===== config.mk =====
export PLATFORM = sky130hd
export DESIGN_NAME = trace_pkt_serializer
export DESIGN_NICKNAME = d
export VERILOG_FILES = /design/src/rtl/continuous_monitoring_system_pkg.sv /design/src/rtl/trace_pkt_serializer.sv
export SDC_FILE = /design/constraint.sdc
export NUM_CORES = 1
export LEC_CHECK = 0
export CAP_MARGIN = 15
export CORE_MARGIN = 4
export CORE_UTILIZATION = 50
export DETAILED_ROUTE_END_ITERATION = 7
export GPL_TIMING_DRIVEN = 1
export PLACE_DENSITY = 0.84
export SYNTH_ARGS = -nofsm -noshare
export SYNTH_HDL_FRONTEND = slang
export SYNTH_SLANG_ARGS = --single-unit

===== constraint.sdc =====
create_clock -name clk -period 4.02 [get_ports clk]
set_input_delay 0.603 -clock clk [delete_from_list [all_inputs] [get_ports clk]]
set_output_delay 0.603 -clock clk [all_outputs]
set_load 0.005 [all_outputs]

===== src/rtl/continuous_monitoring_system_pkg.sv =====
// Shared definitions for the continuous monitoring trace path.
// TRACE_PKT_SERIALIZER_SEQ_HEADER_EN adds the HEADER state to the serializer FSM.
package continuous_monitoring_system_pkg;

    localparam int unsigned AXI_DATA_WIDTH = 256;
    localparam logic [15:0] HDR_MAGIC      = 16'hC5A1;

`ifdef TRACE_PKT_SERIALIZER_SEQ_HEADER_EN
    typedef enum logic [1:0] {
        IDLE,
        SEND,
        HEADER
    } ser_state_t;
`else
    typedef enum logic [0:0] {
        IDLE,
        SEND
    } ser_state_t;
`endif

endpackage


===== src/rtl/trace_pkt_serializer.sv =====
// Splits a wide trace packet into NUM_BEATS narrow AXI-Stream beats, LS slice first.
// TRACE_PKT_SERIALIZER_SEQ_HEADER_EN prepends a sequence-number header beat per packet.
module trace_pkt_serializer
    import continuous_monitoring_system_pkg::*;
#(
    parameter int unsigned IN_WIDTH  = AXI_DATA_WIDTH,
    parameter int unsigned OUT_WIDTH = 64
) (
    input  logic                 clk,
    input  logic                 rst_n,
    input  logic                 S_AXIS_tvalid,
    output logic                 S_AXIS_tready,
    input  logic [IN_WIDTH-1:0]  S_AXIS_tdata,
    input  logic                 S_AXIS_tlast,
    output logic                 M_AXIS_tvalid,
    input  logic                 M_AXIS_tready,
    output logic [OUT_WIDTH-1:0] M_AXIS_tdata,
    output logic                 M_AXIS_tlast,
    output logic [31:0]          pkt_count,
    output logic                 busy
);

    localparam int unsigned       NUM_BEATS = IN_WIDTH / OUT_WIDTH;
    localparam int unsigned       BEAT_W    = $clog2(NUM_BEATS);
    localparam logic [BEAT_W-1:0] LAST_BEAT = BEAT_W'(NUM_BEATS - 1);

    if ((IN_WIDTH % OUT_WIDTH) != 0 || NUM_BEATS < 2) begin : g_bad_width
        $error("trace_pkt_serializer: IN_WIDTH must be a multiple (>=2x) of OUT_WIDTH");
    end

    ser_state_t          state;
    logic [BEAT_W-1:0]   beat;
    logic [BEAT_W-1:0]   beat_nxt;
    logic [IN_WIDTH-1:0] hold;
    logic                hold_last;
    logic                on_last;
    logic                in_hs;
    logic                out_hs;

    // Ready opens on the final beat so the next packet loads without a bubble.
    assign on_last       = (state == SEND) && (beat == LAST_BEAT);
    assign S_AXIS_tready = rst_n && ((state == IDLE) || (on_last && M_AXIS_tready));
    assign in_hs         = S_AXIS_tvalid && S_AXIS_tready;
    assign out_hs        = M_AXIS_tvalid && M_AXIS_tready;
    assign beat_nxt      = beat + 1'b1;
    assign busy          = (state != IDLE);

`ifdef TRACE_PKT_SERIALIZER_SEQ_HEADER_EN
    if (OUT_WIDTH < 64) begin : g_bad_hdr
        $error("trace_pkt_serializer: header beat needs OUT_WIDTH >= 64");
    end

    // Sequence number is the count before this packet's increment.
    logic [OUT_WIDTH-1:0] hdr_word;
    assign hdr_word = OUT_WIDTH'({pkt_count, 16'(NUM_BEATS), HDR_MAGIC});
`endif

    always_ff @(posedge clk or negedge rst_n) begin
        if (!rst_n) begin
            state         <= IDLE;
            beat          <= '0;
            hold          <= '0;
            hold_last     <= 1'b0;
            pkt_count     <= '0;
            M_AXIS_tvalid <= 1'b0;
            M_AXIS_tlast  <= 1'b0;
            M_AXIS_tdata  <= '0;
        end else if (in_hs) begin
            hold          <= S_AXIS_tdata;
            hold_last     <= S_AXIS_tlast;
            beat          <= '0;
            pkt_count     <= pkt_count + 32'd1;
            M_AXIS_tvalid <= 1'b1;
            M_AXIS_tlast  <= 1'b0;
`ifdef TRACE_PKT_SERIALIZER_SEQ_HEADER_EN
            state         <= HEADER;
            M_AXIS_tdata  <= hdr_word;
`else
            state         <= SEND;
            M_AXIS_tdata  <= S_AXIS_tdata[OUT_WIDTH-1:0];
`endif
        end else if (out_hs) begin
            case (state)
`ifdef TRACE_PKT_SERIALIZER_SEQ_HEADER_EN
                HEADER: begin
                    state        <= SEND;
                    M_AXIS_tdata <= hold[OUT_WIDTH-1:0];
                    M_AXIS_tlast <= 1'b0;
                end
`endif
                SEND: begin
                    if (on_last) begin
                        state         <= IDLE;
                        M_AXIS_tvalid <= 1'b0;
                        M_AXIS_tlast  <= 1'b0;
                    end else begin
                        beat         <= beat_nxt;
                        M_AXIS_tdata <= hold[beat_nxt*OUT_WIDTH +: OUT_WIDTH];
                        M_AXIS_tlast <= hold_last && (beat_nxt == LAST_BEAT);
                    end
                end
                default: begin
                end
            endcase
        end
    end

endmodule


==> flow_metrics.py, run 1 <==
metrics = {
    "outcome": {
        "status": "completed",
    },
    "worst_setup_path": {
        "worstPathCellList": "ha_1 -> nand2_2 -> a21boi_1 -> clkdlybuf4s50_1",
        "cp_slowest_stage_delay_ns": 0.64,
        "required_ns": 3.42,
        "critPathCaptureType": "output pin",
        "rr_worst_depth": 6,
        "start_kind": "flip-flop",
        "crit_type": "flip-flop to output pin",
        "cp_slowest_cell": "clkdlybuf4s50_1",
        "arrival_ns": 2.35,
        "path_max_fanout": 6,
    },
    "clock_tree": {
        "cts_setup_buffers": 0,
        "cts_root_buf": "clkbuf_16",
        "clkSlewWorstSetupHoldPaths_ns": 0.06,
        "cts_tree": "built",
        "post_cts_resized": 0,
        "cts.sink_count": 358,
        "holdBufCountCts": 1,
        "insertion_delay_ns": 0.51,
        "cts_buffers": 39,
        "cts_max_level": 2,
        "cts_max_path_buffers": 3,
    },
    "drt": {
        "wl_per_cell_um": 18.2,
        "wl_um": 44000,
        "drtAntennaViolNets": 0,
        "drtPass1Iterations": 5,
        "vias": 13004,
        "drt-initial-drc-count": 1074,
        "routed_via_density": 5.38,
        "post-route-drc-count": 0,
    },
    "place": {
        "gp_congestion": 0.877,
        "numPortBuffers": 360,
        "dpl.hpwl_um": 29100,
        "preCtsSetupSlack_ns": 1.11,
    },
    "cells_and_area": {
        "area_delta_synth_final_pct": 33.1,
        "layout-drive-gt1-share_pct": 7.98,
        "final_common_cell": "nand2_1",
        "utilization_pct": 67.8,
        "layout_common_cells": "nand2_1 (851), clkdlybuf4s50_1 (359), dfrtp_1 (357)",
        "nets": 2253,
    },
    "die": {
        "die_h_um": 185,
        "dieArea_sq_mm": 0.0342,
        "rows": 64,
        "core_area_sq_mm": 0.0307,
        "start_util_pct": 50.9,
        "die-width_um": 185,
        "ios": 361,
    },
    "sta": {
        "skew_ns": 0.0192,
        "worstMarginPinSlew_ns": 1.04,
        "rsz0062_at_grt": "false",
        "fin_crit_sh_pct": 73.5,
        "fmax_ghz": 0.339,
        "tns_ns": 0,
        "finalHoldWorstSlack_ns": 0.467,
        "maxSlewHeadroom_pct": 30.4,
        "layout_setup_ws_ns": 1.07,
        "maxSlewViolCount": 0,
        "finalHoldViolations": 0,
        "post-route-min-period_ns": 2.95,
        "finalSetupViolations": 0,
    },
    "yosys": {
        "syn_nets": 1937,
        "syn-cell-area_sq_mm": 0.0157,
        "ys_seq_area_share_pct": 57.2,
        "synth_warnings": 0,
        "synthCells": 1673,
        "avgSynthCellArea_sq_um": 9.36,
        "ys_seq_elements": 358,
        "synth.distinct_cells": 29,
    },
    "grt": {
        "grtUsageTotal_pct": 25.2,
        "grt_antenna_before_repair": 1,
        "grt_max_degree": 246,
        "grt-ovfl-total": 0,
        "grt_pass1_wl_um": 69200,
        "grt_pass1_vias": 13435,
    },
    "power": {
        "power.density_mw_per_mm2": 747,
        "vdd_drop_max_uv": 328,
        "leakage_nw": 9.89,
    },
    "flow_run": {
        "drv_cap": 0,
    },
    "min_path": {
        "worstHoldPathType": "input pin to asynchronous set/reset pin",
    },
}
## power by group
part / internal [W] / leakage (nW) / switching (W)
Clock: 0.00210 / 0.639 / 0.00143
Combinational: 0.00295 / 4.80 / 0.00276
Sequential: 0.00531 / 4.45 / 0.00101
## final cells by class
cell class / instances / area [sq um]
clock buffers: 53 / 1130
well taps: 396 / 495
repair buffers: 377 / 3810
flip-flops and latches: 358 / 8960
clock inverters: 16 / 138
fillers: 2233 / 9900
multi-input cells: 1206 / 6280
diodes: 2 / 5.00
inverters: 7 / 26.3
## metrics by stage
stage / area, sq um / instances / power [W]
after floorplan: 15700 / 1673 / 0.00974
after global placement: 19600 / 2343 / 0.0117
after detailed placement: 19600 / 2343 / 0.0120
after CTS: 20800 / 2413 / 0.0157
after global routing: 20800 / 2413 / 0.0166
final: 20900 / 2415 / 0.0156
## per-layer routing
layer / track usage [%] / wire [um] / vias up
li1: - / - / 6005
met1: 33.1 / 17500 / 6344
met2: 41.6 / 21500 / 529
met3: 4.91 / 3170 / 124
met4: 10.3 / 1880 / 2
met5: 0 / 11 / -
## cell usage after synthesis (all sizes together)
| library cell | number | area (sq um) |
|---|---|---|
| clkbuf | 68 | 255 |
| nand4 | 7 | 43.8 |
| and2 | 1 | 6.26 |
| or4b | 1 | 10.0 |
| inv | 7 | 26.3 |
| xnor2 | 23 | 201 |
| nor3 | 5 | 35.0 |
| mux4 | 64 | 1440 |
| buf | 34 | 170 |
| nor2 | 76 | 285 |
| and4 | 1 | 8.76 |
| or3 | 1 | 7.51 |
| and3 | 6 | 42.5 |
| nor4 | 6 | 92.6 |
| nand3 | 16 | 80.1 |
| a21boi | 1 | 7.51 |
| ha | 3 | 37.5 |
| nand2 | 853 | 3200 |
| or2 | 1 | 6.26 |
| a21o | 1 | 7.51 |
| xor2 | 9 | 78.8 |
| dfrtp | 358 | 8960 |
| a21oi | 131 | 656 |
## state kept, by name, summed over array words and instances (netlist names)
name,flops
M_AXIS_tdata,64
M_AXIS_tvalid,1
busy,1
hold_last,1
beat,2
pkt_count,32
M_AXIS_tlast,1
hold,256
## critical path, delay by kind of cell (launching register included)
kind,cells,cell delay [ns]
flip-flops,1,0.43
AND/OR/NAND/NOR,1,0.12
buffers and inverters,1,0.64
AO/OA/AOI/OAI,1,0.34
adder cells (fa/ha/maj),1,0.31
## worst paths after layout
| path | end | start | slack [ns] |
|---|---|---|---|
| max in group asynchronous | M_AXIS_tdata[32] | rst_n | 1.72 |
| min in group clk | hold[81] | hold[81] | 0.47 |
| worst min-delay path | M_AXIS_tdata[5] | rst_n | 0.47 |
| worst max-delay path | S_AXIS_tready | beat[0] | 1.07 |
| worst max register to register | pkt_count[31] | beat[0] | 1.52 |
| worst min register to register | hold[81] | hold[81] | 0.47 |
## logic make-up (layout without fill, tap and decap cells)
kind of cell             Yosys count  after routing  synth area share, %
adder cells (fa/ha/maj)            3              3                0.240
other                              0              2                    0
multiplexers                      64             64                 9.20
AO/OA/AOI/OAI                    133            133                 4.28
XOR/XNOR                          32             32                 1.79
flip-flops                       358            358                 57.2
AND/OR/NAND/NOR                  974            974                 24.4
buffers and inverters            109            453                 2.88
(Power assumes the default switching activity.)
==> inputs of run 2 (changes only) <==
==> constraint.sdc (replaced) <==
create_clock -name clk -period 2.8 [get_ports clk]
set_input_delay 0.42 -clock clk [delete_from_list [all_inputs] [get_ports clk]]
set_output_delay 0.42 -clock clk [all_outputs]
set_load 0.005 [all_outputs]
==> flow_metrics.py, run 2 (synthesis results as in run 1) <==
metrics = {
    "min_path": {
        "worstHoldPathType": "input pin to asynchronous set/reset pin",
    },
    "sta": {
        "finalHoldViolations": 0,
        "maxSlewViolCount": 0,
        "layout_setup_ws_ns": 0.166,
        "tns_ns": 0,
        "fmax_ghz": 0.380,
        "maxSlewHeadroom_pct": 29.1,
        "finalHoldWorstSlack_ns": 0.372,
        "worstMarginPinSlew_ns": 1.06,
        "post-route-min-period_ns": 2.63,
        "finalSetupViolations": 0,
        "rsz0062_at_grt": "false",
        "skew_ns": 0.0105,
        "fin_crit_sh_pct": 94.1,
    },
    "die": {
        "ios": 361,
        "core_area_sq_mm": 0.0307,
        "die-width_um": 185,
        "die_h_um": 185,
        "rows": 64,
        "dieArea_sq_mm": 0.0342,
        "start_util_pct": 50.9,
    },
    "worst_setup_path": {
        "critPathCaptureType": "output pin",
        "start_kind": "flip-flop",
        "crit_type": "flip-flop to output pin",
        "r2r_end": "pkt_count[31]",
        "crit_path_end": "S_AXIS_tready",
        "crit_start": "beat[1]",
        "r2r-start": "beat[1]",
        "arrival_ns": 2.21,
        "r2r_slack_ns": 0.25,
        "rr_worst_depth": 6,
        "required_ns": 2.38,
        "path_max_fanout": 6,
    },
    "cells_and_area": {
        "largest_register_ffs": 256,
        "regMostFlops": "hold",
        "layout_common_cells": "nand2_1 (851), clkdlybuf4s50_1 (359), dfrtp_1 (357)",
        "stdcell_count": 2425,
        "layout-drive-gt1-share_pct": 8.43,
        "nets": 2266,
        "area_delta_synth_final_pct": 34.5,
        "top_regs": "hold (256), M_AXIS_tdata (64), pkt_count (32)",
        "final_common_cell": "nand2_1",
    },
    "outcome": {
        "status": "completed",
    },
    "drt": {
        "drtPass1Iterations": 5,
        "drt-initial-drc-count": 986,
        "vias": 13168,
        "wl_um": 44500,
        "routed_via_density": 5.43,
        "drtAntennaViolNets": 0,
        "wl_per_cell_um": 18.3,
        "post-route-drc-count": 0,
    },
    "flow_run": {
        "drv_cap": 0,
    },
    "place": {
        "place_inst": 2357,
        "preCtsSetupSlack_ns": 0.0330,
        "gp_congestion": 0.886,
        "dpl.hpwl_um": 30200,
        "numPortBuffers": 360,
    },
    "clock_tree": {
        "cts_tree": "built",
        "cts_root_buf": "clkbuf_16",
        "clkSlewWorstSetupHoldPaths_ns": 0.06,
        "cts_max_level": 2,
        "cts.sink_count": 358,
        "cts_max_path_buffers": 3,
        "cts_buffers": 38,
        "insertion_delay_ns": 0.51,
        "cts_setup_buffers": 0,
    },
    "grt": {
        "grt_pass1_wl_um": 70500,
        "grt_pass1_vias": 13823,
        "grt-ovfl-total": 0,
        "grt_antenna_before_repair": 1,
        "grtUsageTotal_pct": 25.6,
        "grt_max_degree": 177,
    },
    "power": {
        "power.density_mw_per_mm2": 1070,
        "vdd_drop_max_uv": 756,
        "leakage_nw": 9.98,
        "finalPower_w": 0.0226,
    },
}
run 2: cell count changes in the layout (fill, tap and decap cells not counted), sizes merged:
cell,previous run,this run
clkbuf,53,59
inv,8,7
clkinvlp,0,2
diode,2,1
buf,17,31
clkinv,13,3
run 2: final cells by class:
| class | instances | area [sq um] |
|---|---|---|
| flip-flops and latches | 358 | 8960 |
| fillers | 2265 | 9690 |
| multi-input cells | 1206 | 6290 |
| clock inverters | 7 | 90.1 |
| clock buffers | 59 | 1190 |
| inverters | 7 | 26.3 |
| well taps | 396 | 495 |
| diodes | 1 | 2.50 |
| repair buffers | 391 | 4010 |
run 2: repair_timing:
item                                    CTS  global route
endpoints found under the setup margin    0             1
hold endpoints to repair                 28             0
hold buffers                              1             0
resized for setup                         0             1
run 2: how the worst min path moves through the flow:
stage | end | slack [ns] | depth (start not counted)
after floorplan | M_AXIS_tdata[0] | 0.12 | 0
after global placement | M_AXIS_tdata[6] | 0.24 | 1
after detailed placement | M_AXIS_tdata[6] | 0.24 | 1
after CTS | beat[0] | 0.34 | 2
after global routing | hold[198] | 0.36 | 2
final | hold[198] | 0.37 | 2
run 2: power breakdown:
part | internal [W] | switching, W | total, W
clock network | 0.00311 | 0.00200 | 0.00511
registers | 0.00763 | 0.00147 | 0.00909
logic | 0.00432 | 0.00403 | 0.00835
run 2: metrics by stage:
stage	cell area, sq um	utilization, %
final	21100	68.5
after global routing	21100	68.5
after CTS	21100	68.5
after detailed placement	19800	64.3
after global placement	19800	64.3
after floorplan	15700	-
run 2: worst max-delay path, cell delays in order, from the launching register on:
cell	delay [ns]
dfrtp_1	0.42
ha_1	0.33
nand2_2	0.12
a21boi_2	0.24
clkdlybuf4s50_1	0.60
run 2: metal layers:
| metal | GRT usage (%) | routed length [um] | up-vias |
|---|---|---|---|
| li1 | - | - | 6028 |
| met2 | 43.5 | 22100 | 578 |
| met3 | 4.93 | 3550 | 128 |
| met4 | 10.1 | 1710 | 0 |
| met1 | 32.7 | 17100 | 6434 |
| met5 | 0 | 0 | - |
==> inputs of run 3 (changes only) <==
--- a/config.mk
+++ b/config.mk
@@ -11,6 +11,7 @@
 export DETAILED_ROUTE_END_ITERATION = 7
 export GPL_TIMING_DRIVEN = 1
 export PLACE_DENSITY = 0.84
+export SLEW_MARGIN = 20
 export SYNTH_ARGS = -nofsm -noshare
 export SYNTH_HDL_FRONTEND = slang
 export SYNTH_SLANG_ARGS = --single-unit
==> flow_metrics.py, run 3 (synthesis results as in run 1) <==
metrics = {
    "outcome": {
        "status": "completed",
    },
    "die": {
        "die-width_um": 185,
        "rows": 64,
        "core_area_sq_mm": 0.0307,
        "start_util_pct": 50.9,
        "ios": 361,
        "dieArea_sq_mm": 0.0342,
        "die_h_um": 185,
    },
    "drt": {
        "routed_via_density": 5.43,
        "wl_per_cell_um": 18.4,
        "post-route-drc-count": 0,
        "drtPass1Iterations": 6,
        "wl_um": 44500,
        "vias": 13161,
        "drtAntennaViolNets": 0,
        "drt-initial-drc-count": 1054,
    },
    "power": {
        "swShare_pct": 33.2,
        "power_frac_seq_pct": 40.3,
        "internal-power_w": 0.0151,
        "p_clk_share_pct": 22.6,
        "leakage_nw": 9.98,
        "power_frac_comb_pct": 37.0,
        "power.density_mw_per_mm2": 1070,
        "power.switching_w": 0.00749,
        "vdd_drop_max_uv": 752,
    },
    "worst_setup_path": {
        "start_kind": "flip-flop",
        "rr_worst_depth": 6,
        "arrival_ns": 2.22,
        "crit_path_end": "S_AXIS_tready",
        "required_ns": 2.38,
        "critPathCaptureType": "output pin",
        "r2r_slack_ns": 0.25,
        "crit_type": "flip-flop to output pin",
        "r2r_end": "pkt_count[31]",
        "path_max_fanout": 6,
        "crit_start": "beat[1]",
        "r2r-start": "beat[1]",
    },
    "cells_and_area": {
        "top_regs": "hold (256), M_AXIS_tdata (64), pkt_count (32)",
        "layout_common_cells": "nand2_1 (851), clkdlybuf4s50_1 (359), dfrtp_1 (357)",
        "regArea_sq_mm": 0.00896,
        "multiInputGateArea_sq_mm": 0.00629,
        "area_delta_synth_final_pct": 34.5,
        "regMostFlops": "hold",
        "final_common_cell": "nand2_1",
        "layout-drive-gt1-share_pct": 8.43,
        "nets": 2266,
        "fillCellCount": 2264,
        "largest_register_ffs": 256,
    },
    "clock_tree": {
        "cts_tree": "built",
        "cts.sink_count": 358,
        "cts_max_path_buffers": 3,
        "cts_root_buf": "clkbuf_16",
        "cts_max_level": 2,
        "cts_buffers": 38,
        "clkSlewWorstSetupHoldPaths_ns": 0.06,
        "cts_setup_buffers": 0,
        "insertion_delay_ns": 0.51,
    },
    "grt": {
        "grt-ovfl-total": 0,
        "grtUsageTotal_pct": 25.6,
        "grt_pass1_wl_um": 70500,
        "grt_pass1_vias": 13823,
        "grt_max_degree": 177,
        "grt_antenna_before_repair": 1,
    },
    "sta": {
        "finalHoldViolations": 0,
        "post-route-min-period_ns": 2.64,
        "worstMarginPinSlew_ns": 0.990,
        "rsz0062_at_grt": "false",
        "fin_crit_sh_pct": 94.1,
        "maxSlewViolCount": 0,
        "skew_ns": 0.00996,
        "tns_ns": 0,
        "fmax_ghz": 0.379,
        "finalSetupViolations": 0,
        "layout_setup_ws_ns": 0.164,
        "maxSlewHeadroom_pct": 34.0,
    },
    "place": {
        "numPortBuffers": 360,
        "preCtsSetupSlack_ns": 0.0330,
        "gp_congestion": 0.886,
        "dpl.hpwl_um": 30200,
    },
    "min_path": {
        "worstHoldPathType": "input pin to asynchronous set/reset pin",
    },
    "flow_run": {
        "drv_cap": 0,
    },
}
[run 3: cell type report]
type	count	area share, %
sequential	358	42.5
tap	396	2.35
multi-input combinational	1206	29.8
clock inverter	7	0.428
antenna	1	0.0119
inverter	7	0.125
clock buffer	59	5.67
timing repair buffer	391	19.0
[run 3: how the worst min path moves through the flow]
stage               slack, ns  depth (start not counted)              end
floorplan                0.12                          0  M_AXIS_tdata[0]
global placement         0.24                          1  M_AXIS_tdata[6]
detailed placement       0.24                          1  M_AXIS_tdata[6]
CTS                      0.34                          2          beat[0]
global route             0.36                          2        hold[198]
finish                   0.37                          2        hold[198]
[run 3: worst max-delay path: stages, from the launching register on]
cell             delay [ns]
dfrtp_1                0.41
ha_1                   0.33
nand2_2                0.12
a21boi_2               0.24
clkdlybuf4s50_1        0.60
[run 3: power by group through the flow]
stage | Sequential (W) | Clock, W | Combinational, W
final | 0.00910 | 0.00510 | 0.00835
after global routing | 0.00934 | 0.00542 | 0.00926
after CTS | 0.00908 | 0.00518 | 0.00843
after detailed placement | 0.00911 | 0 | 0.00833
after global placement | 0.00894 | 0 | 0.00803
after floorplan | 0.00867 | 0 | 0.00531
[run 3: per-stage QoR]
stage,utilization (%),hold WS (ns),area [sq um],std cells,total power [W]
3_3_place_gp,64.3,0.237,19800,2357,0.0170
5_1_grt,68.5,0.358,21100,2425,0.0240
4_1_cts,68.5,0.340,21100,2424,0.0227
2_1_floorplan,-,0.124,15700,1673,0.0140
3_5_place_dp,64.3,0.237,19800,2357,0.0174
6_report,68.5,0.365,21100,2425,0.0226
[run 3: what timing repair did]
action                                  4_1_cts  5_1_grt
endpoints found under the hold margin        28        0
hold buffers                                  1        0
resized for setup                             0        1
endpoints found under the setup margin        0        1
[run 3: routing by layer]
| layer | up-vias | share of wire, % | track usage (%) |
|---|---|---|---|
| met5 | - | 0 | 0 |
| met4 | 0 | 3.8 | 10.1 |
| met3 | 121 | 8.1 | 4.93 |
| met2 | 595 | 50 | 43.5 |
| met1 | 6423 | 39 | 32.7 |
| li1 | 6022 | - | - |
